--- src/rtl/complete_arbiter_pkg.sv ---
// Shared CDB field widths, default arbiter sizing and the load-source index.
package complete_arbiter_pkg;

  localparam int unsigned DW_DEF   = 32;
  localparam int unsigned PRW_DEF  = 6;
  localparam int unsigned ROBW_DEF = 4;
  localparam int unsigned PC_W     = 32;

  localparam int unsigned NSRC_DEF = 4;
  localparam int unsigned NCDB_DEF = 2;

  // The highest-numbered source is the load path from the MEM->Complete register.
  localparam int unsigned SRC_LOAD = NSRC_DEF - 1;

  // Width of one packed holding-FIFO entry {pc, rob, pd, data}.
  function automatic int unsigned entry_width(input int unsigned dw,
                                              input int unsigned prw,
                                              input int unsigned robw);
    return dw + prw + robw + PC_W;
  endfunction

endpackage

--- src/rtl/complete_arbiter_result_fifo2.sv ---
// Two-entry holding FIFO for one result source: push/pop/count/flush.
module result_fifo2 #(
  parameter int unsigned W = 74
) (
  input  logic         clk,
  input  logic         rstn,
  input  logic         i_flush,
  input  logic         i_push,
  input  logic         i_pop,
  input  logic [W-1:0] i_data,
  output logic [W-1:0] o_data,
  output logic [1:0]   o_count
);

  logic [W-1:0] r_mem [2];
  logic         r_rd;
  logic         r_wr;
  logic [1:0]   r_cnt;
  logic         w_do_push;
  logic         w_do_pop;

  assign w_do_push = i_push && (r_cnt != 2'd2);
  assign w_do_pop  = i_pop  && (r_cnt != 2'd0);
  assign o_data    = r_mem[r_rd];
  assign o_count   = r_cnt;

  // Storage, pointers and occupancy; flush empties the FIFO and beats any push/pop.
  always_ff @(posedge clk or negedge rstn) begin
    if (!rstn) begin
      r_mem[0] <= '0;
      r_mem[1] <= '0;
      r_rd     <= 1'b0;
      r_wr     <= 1'b0;
      r_cnt    <= '0;
    end else if (i_flush) begin
      r_rd  <= 1'b0;
      r_wr  <= 1'b0;
      r_cnt <= '0;
    end else begin
      if (w_do_push) begin
        r_mem[r_wr] <= i_data;
        r_wr        <= ~r_wr;
      end
      if (w_do_pop) begin
        r_rd <= ~r_rd;
      end
      case ({w_do_push, w_do_pop})
        2'b10:   r_cnt <= r_cnt + 2'd1;
        2'b01:   r_cnt <= r_cnt - 2'd1;
        default: r_cnt <= r_cnt;
      endcase
    end
  end

endmodule

--- src/rtl/complete_arbiter.sv ---
// Completion arbiter: per-source 2-entry FIFOs, round-robin grant of up to
// NCDB heads per cycle, registered CDB broadcast ports.
module complete_arbiter
  import complete_arbiter_pkg::*;
#(
  parameter int unsigned NSRC = NSRC_DEF,
  parameter int unsigned NCDB = NCDB_DEF,
  parameter int unsigned DW   = DW_DEF,
  parameter int unsigned PRW  = PRW_DEF,
  parameter int unsigned ROBW = ROBW_DEF
) (
  input  logic                 clk,
  input  logic                 rstn,
  input  logic                 flush,
  input  logic [NSRC-1:0]      src_valid,
  output logic [NSRC-1:0]      src_ready,
  input  logic [NSRC*DW-1:0]   src_data,
  input  logic [NSRC*PRW-1:0]  src_pd,
  input  logic [NSRC*ROBW-1:0] src_rob,
  input  logic [NSRC*32-1:0]   src_pc,
  output logic [NCDB-1:0]      cdb_valid,
  output logic [NCDB*DW-1:0]   cdb_data,
  output logic [NCDB*PRW-1:0]  cdb_pd,
  output logic [NCDB*ROBW-1:0] cdb_rob,
  output logic [NCDB*32-1:0]   cdb_pc
);

  localparam int unsigned SW = (NSRC > 1) ? $clog2(NSRC) : 1;
  localparam int unsigned CW = (NCDB > 1) ? $clog2(NCDB) : 1;
  localparam int unsigned EW = entry_width(DW, PRW, ROBW);

  logic [SW-1:0]   r_rr;
  logic [SW-1:0]   w_rr_nxt;
  logic [NSRC-1:0] w_push;
  logic [NSRC-1:0] w_pop;
  logic [NSRC-1:0] w_empty;
  logic [1:0]      w_count [NSRC];
  logic [EW-1:0]   w_din   [NSRC];
  logic [EW-1:0]   w_head  [NSRC];
  logic [NCDB-1:0] w_gnt_vld;
  logic [SW-1:0]   w_gnt_idx [NCDB];

  for (genvar g = 0; g < NSRC; g++) begin : g_src
    assign w_din[g]     = {src_pc[g*32 +: 32], src_rob[g*ROBW +: ROBW],
                           src_pd[g*PRW +: PRW], src_data[g*DW +: DW]};
    assign src_ready[g] = (w_count[g] != 2'd2);
    assign w_push[g]    = src_valid[g] & src_ready[g];
    assign w_empty[g]   = (w_count[g] == 2'd0);

    result_fifo2 #(
      .W (EW)
    ) u_fifo (
      .clk     (clk),
      .rstn    (rstn),
      .i_flush (flush),
      .i_push  (w_push[g]),
      .i_pop   (w_pop[g]),
      .i_data  (w_din[g]),
      .o_data  (w_head[g]),
      .o_count (w_count[g])
    );
  end

  // Round-robin scan from r_rr: the first NCDB non-empty FIFOs win, grant k -> port k.
  // Index wraps by conditional subtract so NSRC need not be a power of two.
  always_comb begin
    logic [SW:0]   v_sum;
    logic [SW-1:0] v_idx;
    logic [CW:0]   v_n;
    w_pop     = '0;
    w_gnt_vld = '0;
    w_rr_nxt  = r_rr;
    v_sum     = '0;
    v_idx     = '0;
    v_n       = '0;
    for (int unsigned k = 0; k < NCDB; k++) begin
      w_gnt_idx[k] = '0;
    end
    for (int unsigned k = 0; k < NSRC; k++) begin
      v_sum = {1'b0, r_rr} + (SW+1)'(k);
      if (v_sum >= (SW+1)'(NSRC)) begin
        v_sum = v_sum - (SW+1)'(NSRC);
      end
      v_idx = v_sum[SW-1:0];
      if (!w_empty[v_idx] && (v_n < (CW+1)'(NCDB))) begin
        w_pop[v_idx]            = 1'b1;
        w_gnt_vld[v_n[CW-1:0]]  = 1'b1;
        w_gnt_idx[v_n[CW-1:0]]  = v_idx;
        v_n                     = v_n + (CW+1)'(1);
        w_rr_nxt                = (v_idx == SW'(NSRC-1)) ? '0 : v_idx + SW'(1);
      end
    end
  end

  // CDB output register and round-robin pointer; ungranted ports keep their payload.
  always_ff @(posedge clk or negedge rstn) begin
    if (!rstn) begin
      r_rr      <= '0;
      cdb_valid <= '0;
      cdb_data  <= '0;
      cdb_pd    <= '0;
      cdb_rob   <= '0;
      cdb_pc    <= '0;
    end else if (flush) begin
      r_rr      <= '0;
      cdb_valid <= '0;
    end else begin
      r_rr <= w_rr_nxt;
      for (int unsigned k = 0; k < NCDB; k++) begin
        cdb_valid[k] <= w_gnt_vld[k];
        if (w_gnt_vld[k]) begin
          {cdb_pc[k*32 +: 32], cdb_rob[k*ROBW +: ROBW],
           cdb_pd[k*PRW +: PRW], cdb_data[k*DW +: DW]} <= w_head[w_gnt_idx[k]];
        end
      end
    end
  end

endmodule

--- config.mk ---
export PLATFORM = sky130hd
export DESIGN_NAME = complete_arbiter
export DESIGN_NICKNAME = d
export VERILOG_FILES = /design/src/rtl/complete_arbiter_pkg.sv /design/src/rtl/complete_arbiter_result_fifo2.sv /design/src/rtl/complete_arbiter.sv
export SDC_FILE = /design/constraint.sdc
export NUM_CORES = 1
export LEC_CHECK = 0
export ABC_AREA = 1
export CAP_MARGIN = 20
export CORE_ASPECT_RATIO = 0.7
export CORE_MARGIN = 8
export CORE_UTILIZATION = 50
export CTS_CLUSTER_DIAMETER = 40
export CTS_CLUSTER_SIZE = 14
export DETAILED_ROUTE_END_ITERATION = 8
export PLACE_DENSITY = 0.72
export SETUP_SLACK_MARGIN = 0.3
export SYNTH_ARGS = -nofsm -noshare
export SYNTH_HDL_FRONTEND = slang
export SYNTH_HIERARCHICAL = 1
export SYNTH_SLANG_ARGS = --single-unit
--- constraint.sdc ---
create_clock -name clk -period 4.3 [get_ports clk]
set_input_delay 0.86 -clock clk [delete_from_list [all_inputs] [get_ports clk]]
set_output_delay 0.86 -clock clk [all_outputs]
set_load 0.01 [all_outputs]
==> results.toml, run 1 <==
[grt]
track_usage_pct = 29.9
grt_max_degree = 150
grt_pass1_vias = 34600
grt_first_pass_wirelength_um = 213000
antenna_found_initial = 16
overflow = 0

[timing]
hold_violations = 0
slew_headroom_pct = 25.1
rsz0062_at_grt = "false"
fin_crit_sh_pct = 86.9
fmax_mhz = 268
setup_viol_count_final = 0
maxSlewViolCount = 0
skew_ns = 0.0394
period_minus_slack_ns = 3.74
tightest_slew_ns = 1.12
setup_tns_ns = 0

[cts]
clkSinkCount = 760
cts_buffers = 105
cts_max_level = 3
clock_path_buffers = 3
clk_pin_slew_ns = 0.05
cts_tree = "built"
clk_latency_ns = 0.68
cts.root.buffer_cell = "clkbuf_16"

[placement]
place.gp.congestion = 0.981
io_buffer_count = 456
post-place-cells = 6817
placed_area_um2 = 45900
dp_hpwl_um = 99100

[route]
drtIter0Drc = 4900
totalWireLength_um = 141000
postRouteAntennaNets = 0
wl_per_cell_um = 20.1
drc = 0
vias = 37500
drt_pass1_iterations = 9
vias_per_cell = 5.35

[finish]
final_util_pct = 60.5
fin_area_um2 = 49500
finalNetCount = 6157
fill_cells = 7312
seqCellArea_um2 = 19000
syn2layout_area_growth_pct = 20.6
stdcell_count = 7013
drive_gt1_share_pct = 10.7
multi_input_area_um2 = 17300

[setup_path]
worst_setup_path_end_kind = "register"
critical_path_class = "reg -> reg"
cp_max_fo = 92
crit_arrival_ns = 4.29
required_ns = 4.85
start_kind = "register"

[logic_synthesis]
ys_seq_area_share_pct = 46.4
yosysWarnings = 6
synth_top_area_share_pct = 46.4
synth-seq-cells = 760
yosysMostFrequentCell = "nand2_1"
synthFlopType = "dfrtp_1"
ys_top_cells_by_area = "dfrtp_1 (46%), nand2_1 (22%), nand3_1 (7.5%)"
synthesis.nets = 5864
synth_top_area_cell = "dfrtp_1"
synth_area_um2 = 41000
async_reset_ff_share_pct = 100
synth_common_cells = "nand2_1 (2459), dfrtp_1 (760), inv_1 (638)"
synth_cells = 5551
synth_area_per_cell_um2 = 7.39
synth_edf_count = 0
synth.distinct_cells = 31

[run_status]
status = "finished, final reports clean"

[die]
die_area_um2 = 91600
num_io_pins = 457
coreArea_um2 = 81800
initial_core_util_pct = 50.1
die_w_um = 358
rows = 88
die_h_um = 256

[flow_run]
max_cap_viol_count = 0

[min_path]
hp-class = "in -> async"
routing by layer:
| layer | GRT usage, % | part of all wire, % |
|---|---|---|
| met5 | 1.03 | 0.18 |
| met1 | 45.6 | 45 |
| met3 | 14.0 | 15 |
| met2 | 37.3 | 38 |
| met4 | 7.33 | 2.4 |
cell usage in the layout, fill, tap and decap left out, types with 14 or more instances in the layout:
| cell type | instances |
|---|---|
| buf_12 | 41 |
| buf_4 | 47 |
| clkbuf_16 | 108 |
| clkdlybuf4s50_1 | 455 |
| dfrtp_1 | 756 |
| inv_1 | 631 |
| inv_2 | 14 |
| inv_6 | 20 |
| nand2_1 | 2457 |
| nand2_4 | 16 |
| nand3_1 | 614 |
| nor2_1 | 29 |
| o21ai_0 | 115 |
| o21ai_1 | 200 |
| o21ai_2 | 296 |
flip-flops by register name, indices dropped and copies added (netlist names):
register and count:
cdb_data 64, cdb_pc 64, cdb_pd 12, cdb_rob 8, cdb_valid 2, g_src.u_fifo/o_count 8
g_src.u_fifo/r_mem 592, g_src.u_fifo/r_rd 4, g_src.u_fifo/r_wr 4, r_rr 2
cell families after synthesis:
kind of cell	after synthesis	share of synthesized area [%]
AOI/OAI and AO/OA	633	10.5
xor gates and xnor gates	1	0.0214
adders and majority gates	10	0.305
buffers and inverters	1008	11.7
DFF	760	46.4
and+or+nand+nor	3139	31.1
through the flow:
step,worst slack (ns),hold WS (ns)
floorplan,1.27,0.453
global placement,0.568,0.462
detailed placement,0.460,0.464
CTS,0.438,0.305
global route,0.322,0.330
finish,0.562,0.301
path summary, 6_finish.rpt:
| check | end | depth (start not counted) | slack (ns) | from |
|---|---|---|---|---|
| setup reg to reg | cdb_pc[53] | 17 | 0.56 | r_rr[1] |
| min in group clk | cdb_pc[9] | 2 | 0.47 | cdb_pc[9] |
| hold reg to reg | cdb_pc[9] | 2 | 0.47 | cdb_pc[9] |
| max in group asynchronous | g_src[0].u_fifo/r_mem[110] | 2 | 2.95 | rstn |
| setup / recovery | cdb_pc[53] | 17 | 0.56 | r_rr[1] |
| hold / removal | cdb_data[8] | 1 | 0.30 | rstn |
critical path, cell delays in order (launching register included):
cell and delay, ns:
dfrtp_1 0.50, inv_2 0.15, ha_2 0.49, nand3_2 0.15, nand2_4 0.15, inv_1 0.09, ha_1 0.32, inv_1 0.12
nand3_1 0.20, nand2_4 0.16, nand2_4 0.08, nand2_4 0.24, buf_12 0.42, nand3_1 0.15, nand3_1 0.16, nand2_1 0.06
nand2_1 0.05, nand2_1 0.06
layout make-up:
| type | instances | share of cell area (%) |
|---|---|---|
| flip-flops and latches | 760 | 38.4 |
| clock inverters | 72 | 1.60 |
| repair buffers | 545 | 11.6 |
| multi-input cells | 3783 | 35.0 |
| inverters | 649 | 4.94 |
| diodes | 4 | 0.0202 |
| well taps | 1080 | 2.73 |
| clock buffers | 120 | 5.69 |
repair_timing:
action                     in CTS  in global routing
gates resized for setup         0                  3
setup endpoints to repair       0                 90
buffers inserted                0                  0
hold buffers                    0                  0
Power of run 1 is not shown: default switching activity piles up to over one toggle a cycle in this logic, so the estimate is an artifact.
==> run 2: changes to the inputs <==
--- a/config.mk
+++ b/config.mk
@@ -13,7 +13,7 @@
 export CTS_CLUSTER_DIAMETER = 40
 export CTS_CLUSTER_SIZE = 14
 export DETAILED_ROUTE_END_ITERATION = 8
-export PLACE_DENSITY = 0.72
+export PLACE_DENSITY = 0.78
 export SETUP_SLACK_MARGIN = 0.3
 export SYNTH_ARGS = -nofsm -noshare
 export SYNTH_HDL_FRONTEND = slang
==> results.toml, run 2 (synthesis results as in run 1) <==
[run_status]
status = "finished, final reports clean"

[setup_path]
cp_slowest_cell = "ha_1"
cp_common_cell = "nand2_4"
start_kind = "register"
max_stage_delay_ns = 0.42
crit_start = "r_rr[0]"
crit_chain = "inv_2, ha_1, inv_2, nand3_1, nand2_4, inv_1, ha_1, inv_1, nand3_1, nand2_4, nand2_4, nand2_4, nand2_4, buf_12, nand2_1, nand3_1, nand2_1, nand2_1, nand2_1"
required_ns = 4.89
critical_path_class = "reg -> reg"
rr_startpoint = "r_rr[0]"
cp_max_fo = 52
path_delay_family = "simple AND/OR/NAND/NOR gates"
crit_arrival_ns = 4.36
worst_setup_path_end_kind = "register"
crit_buf_inv = 5

[flow_run]
max_cap_viol_count = 0

[cts]
clock_path_buffers = 3
clkSinkCount = 760
post_cts_resize_count = 0
clk_latency_ns = 0.67
cts_tree = "built"
cts_buffers = 98
hold_buffers = 0
cts.root.buffer_cell = "clkbuf_16"
cts_max_level = 3
clk_pin_slew_ns = 0.06
postCtsSetupBuffers = 0

[timing]
setup_tns_ns = 0
hold_violations = 0
tightest_slew_ns = 1.05
rsz0062_at_grt = "false"
fin_crit_sh_pct = 87.6
period_minus_slack_ns = 3.77
skew_ns = 0.0212
setup_viol_count_final = 0
maxSlewViolCount = 0
fmax_mhz = 265
slew_headroom_pct = 29.9

[grt]
overflow = 0
antenna_found_initial = 26
track_usage_pct = 30.2
grt_max_degree = 150
grt_first_pass_wirelength_um = 215000
grt_pass1_vias = 34900

[finish]
final_cell_mix = "nand2_1 (2457), dfrtp_1 (756), inv_1 (632)"
largest_reg_flops = 592
syn2layout_area_growth_pct = 20.1
finalNetCount = 6146
multi_input_area_um2 = 17300
regMostFlops = "g_src.u_fifo/r_mem"
top_regs = "g_src.u_fifo/r_mem: 592 flops, cdb_data: 64 flops, cdb_pc: 64 flops"
final_common_cell = "nand2_1"
seqCellArea_um2 = 19000
drive_gt1_share_pct = 10.4
fill_cells = 7259

[route]
vias = 37700
totalWireLength_um = 142000
wl_per_cell_um = 20.3
drt_pass1_iterations = 8
vias_per_cell = 5.38
drc = 0
drtIter0Drc = 5272
postRouteAntennaNets = 0

[die]
num_io_pins = 457
die_h_um = 256
die_area_um2 = 91600
coreArea_um2 = 81800
die_w_um = 358
rows = 88
initial_core_util_pct = 50.1

[min_path]
hp-class = "in -> async"

[placement]
place.gp.congestion = 0.946
io_buffer_count = 456
dp_hpwl_um = 101000
## run 2: cell types whose count changed in the layout (fill, tap and decap cells not counted), moves of 2 or more
cell | before | now
clkbuf_16 | 108 | 100
clkinv_2 | 13 | 8
buf_12 | 41 | 37
clkbuf_8 | 7 | 11
diode_2 | 4 | 8
inv_6 | 20 | 16
bufinv_16 | 8 | 11
clkbuf_1 | 5 | 8
clkinv_8 | 4 | 2
## run 2: path summary, 6_finish.rpt
kind                                              to  slack [ns]  cells after the start
max in group asynchronous  g_src[3].u_fifo/r_mem[68]        2.80                      3
hold reg to reg                           cdb_pc[10]        0.48                      2
hold / removal             g_src[3].u_fifo/r_mem[84]        0.21                      1
setup reg to reg                        cdb_data[43]        0.53                     19
min in group clk                          cdb_pc[10]        0.48                      2
setup / recovery                        cdb_data[43]        0.53                     19
## run 2: final cells by class
type                    instances  area share (%)
multi-input cells            3783            35.1
clock inverters                63            1.60
well taps                    1080            2.74
repair buffers                541            11.5
inverters                     649            4.96
diodes                          8          0.0406
clock buffers                 119            5.45
flip-flops and latches        760            38.6
## run 2: routing by layer
layer / up-vias / GRT usage [%] / part of all wire [%]
met5: - / 0 / 0.17
met3: 241 / 12.8 / 15
met2: 1981 / 37.9 / 38
met4: 36 / 7.78 / 2.7
li1: 17800 / - / -
met1: 17600 / 46.5 / 44
## run 2: stage by stage
step                hold slack (ns)  util [%]  setup slack, ns  cells  area (µm²)
finish                        0.209      60.2            0.531   7003       49300
global route                  0.231      60.2            0.328   6995       49300
CTS                           0.232      60.2            0.605   6995       49300
detailed placement            0.464      56.0            0.602   6813       45800
global placement              0.462      56.0            0.686   6813       45800
floorplan                     0.453         -             1.27   5551       41000
Power of run 2 is left out for the same reason.
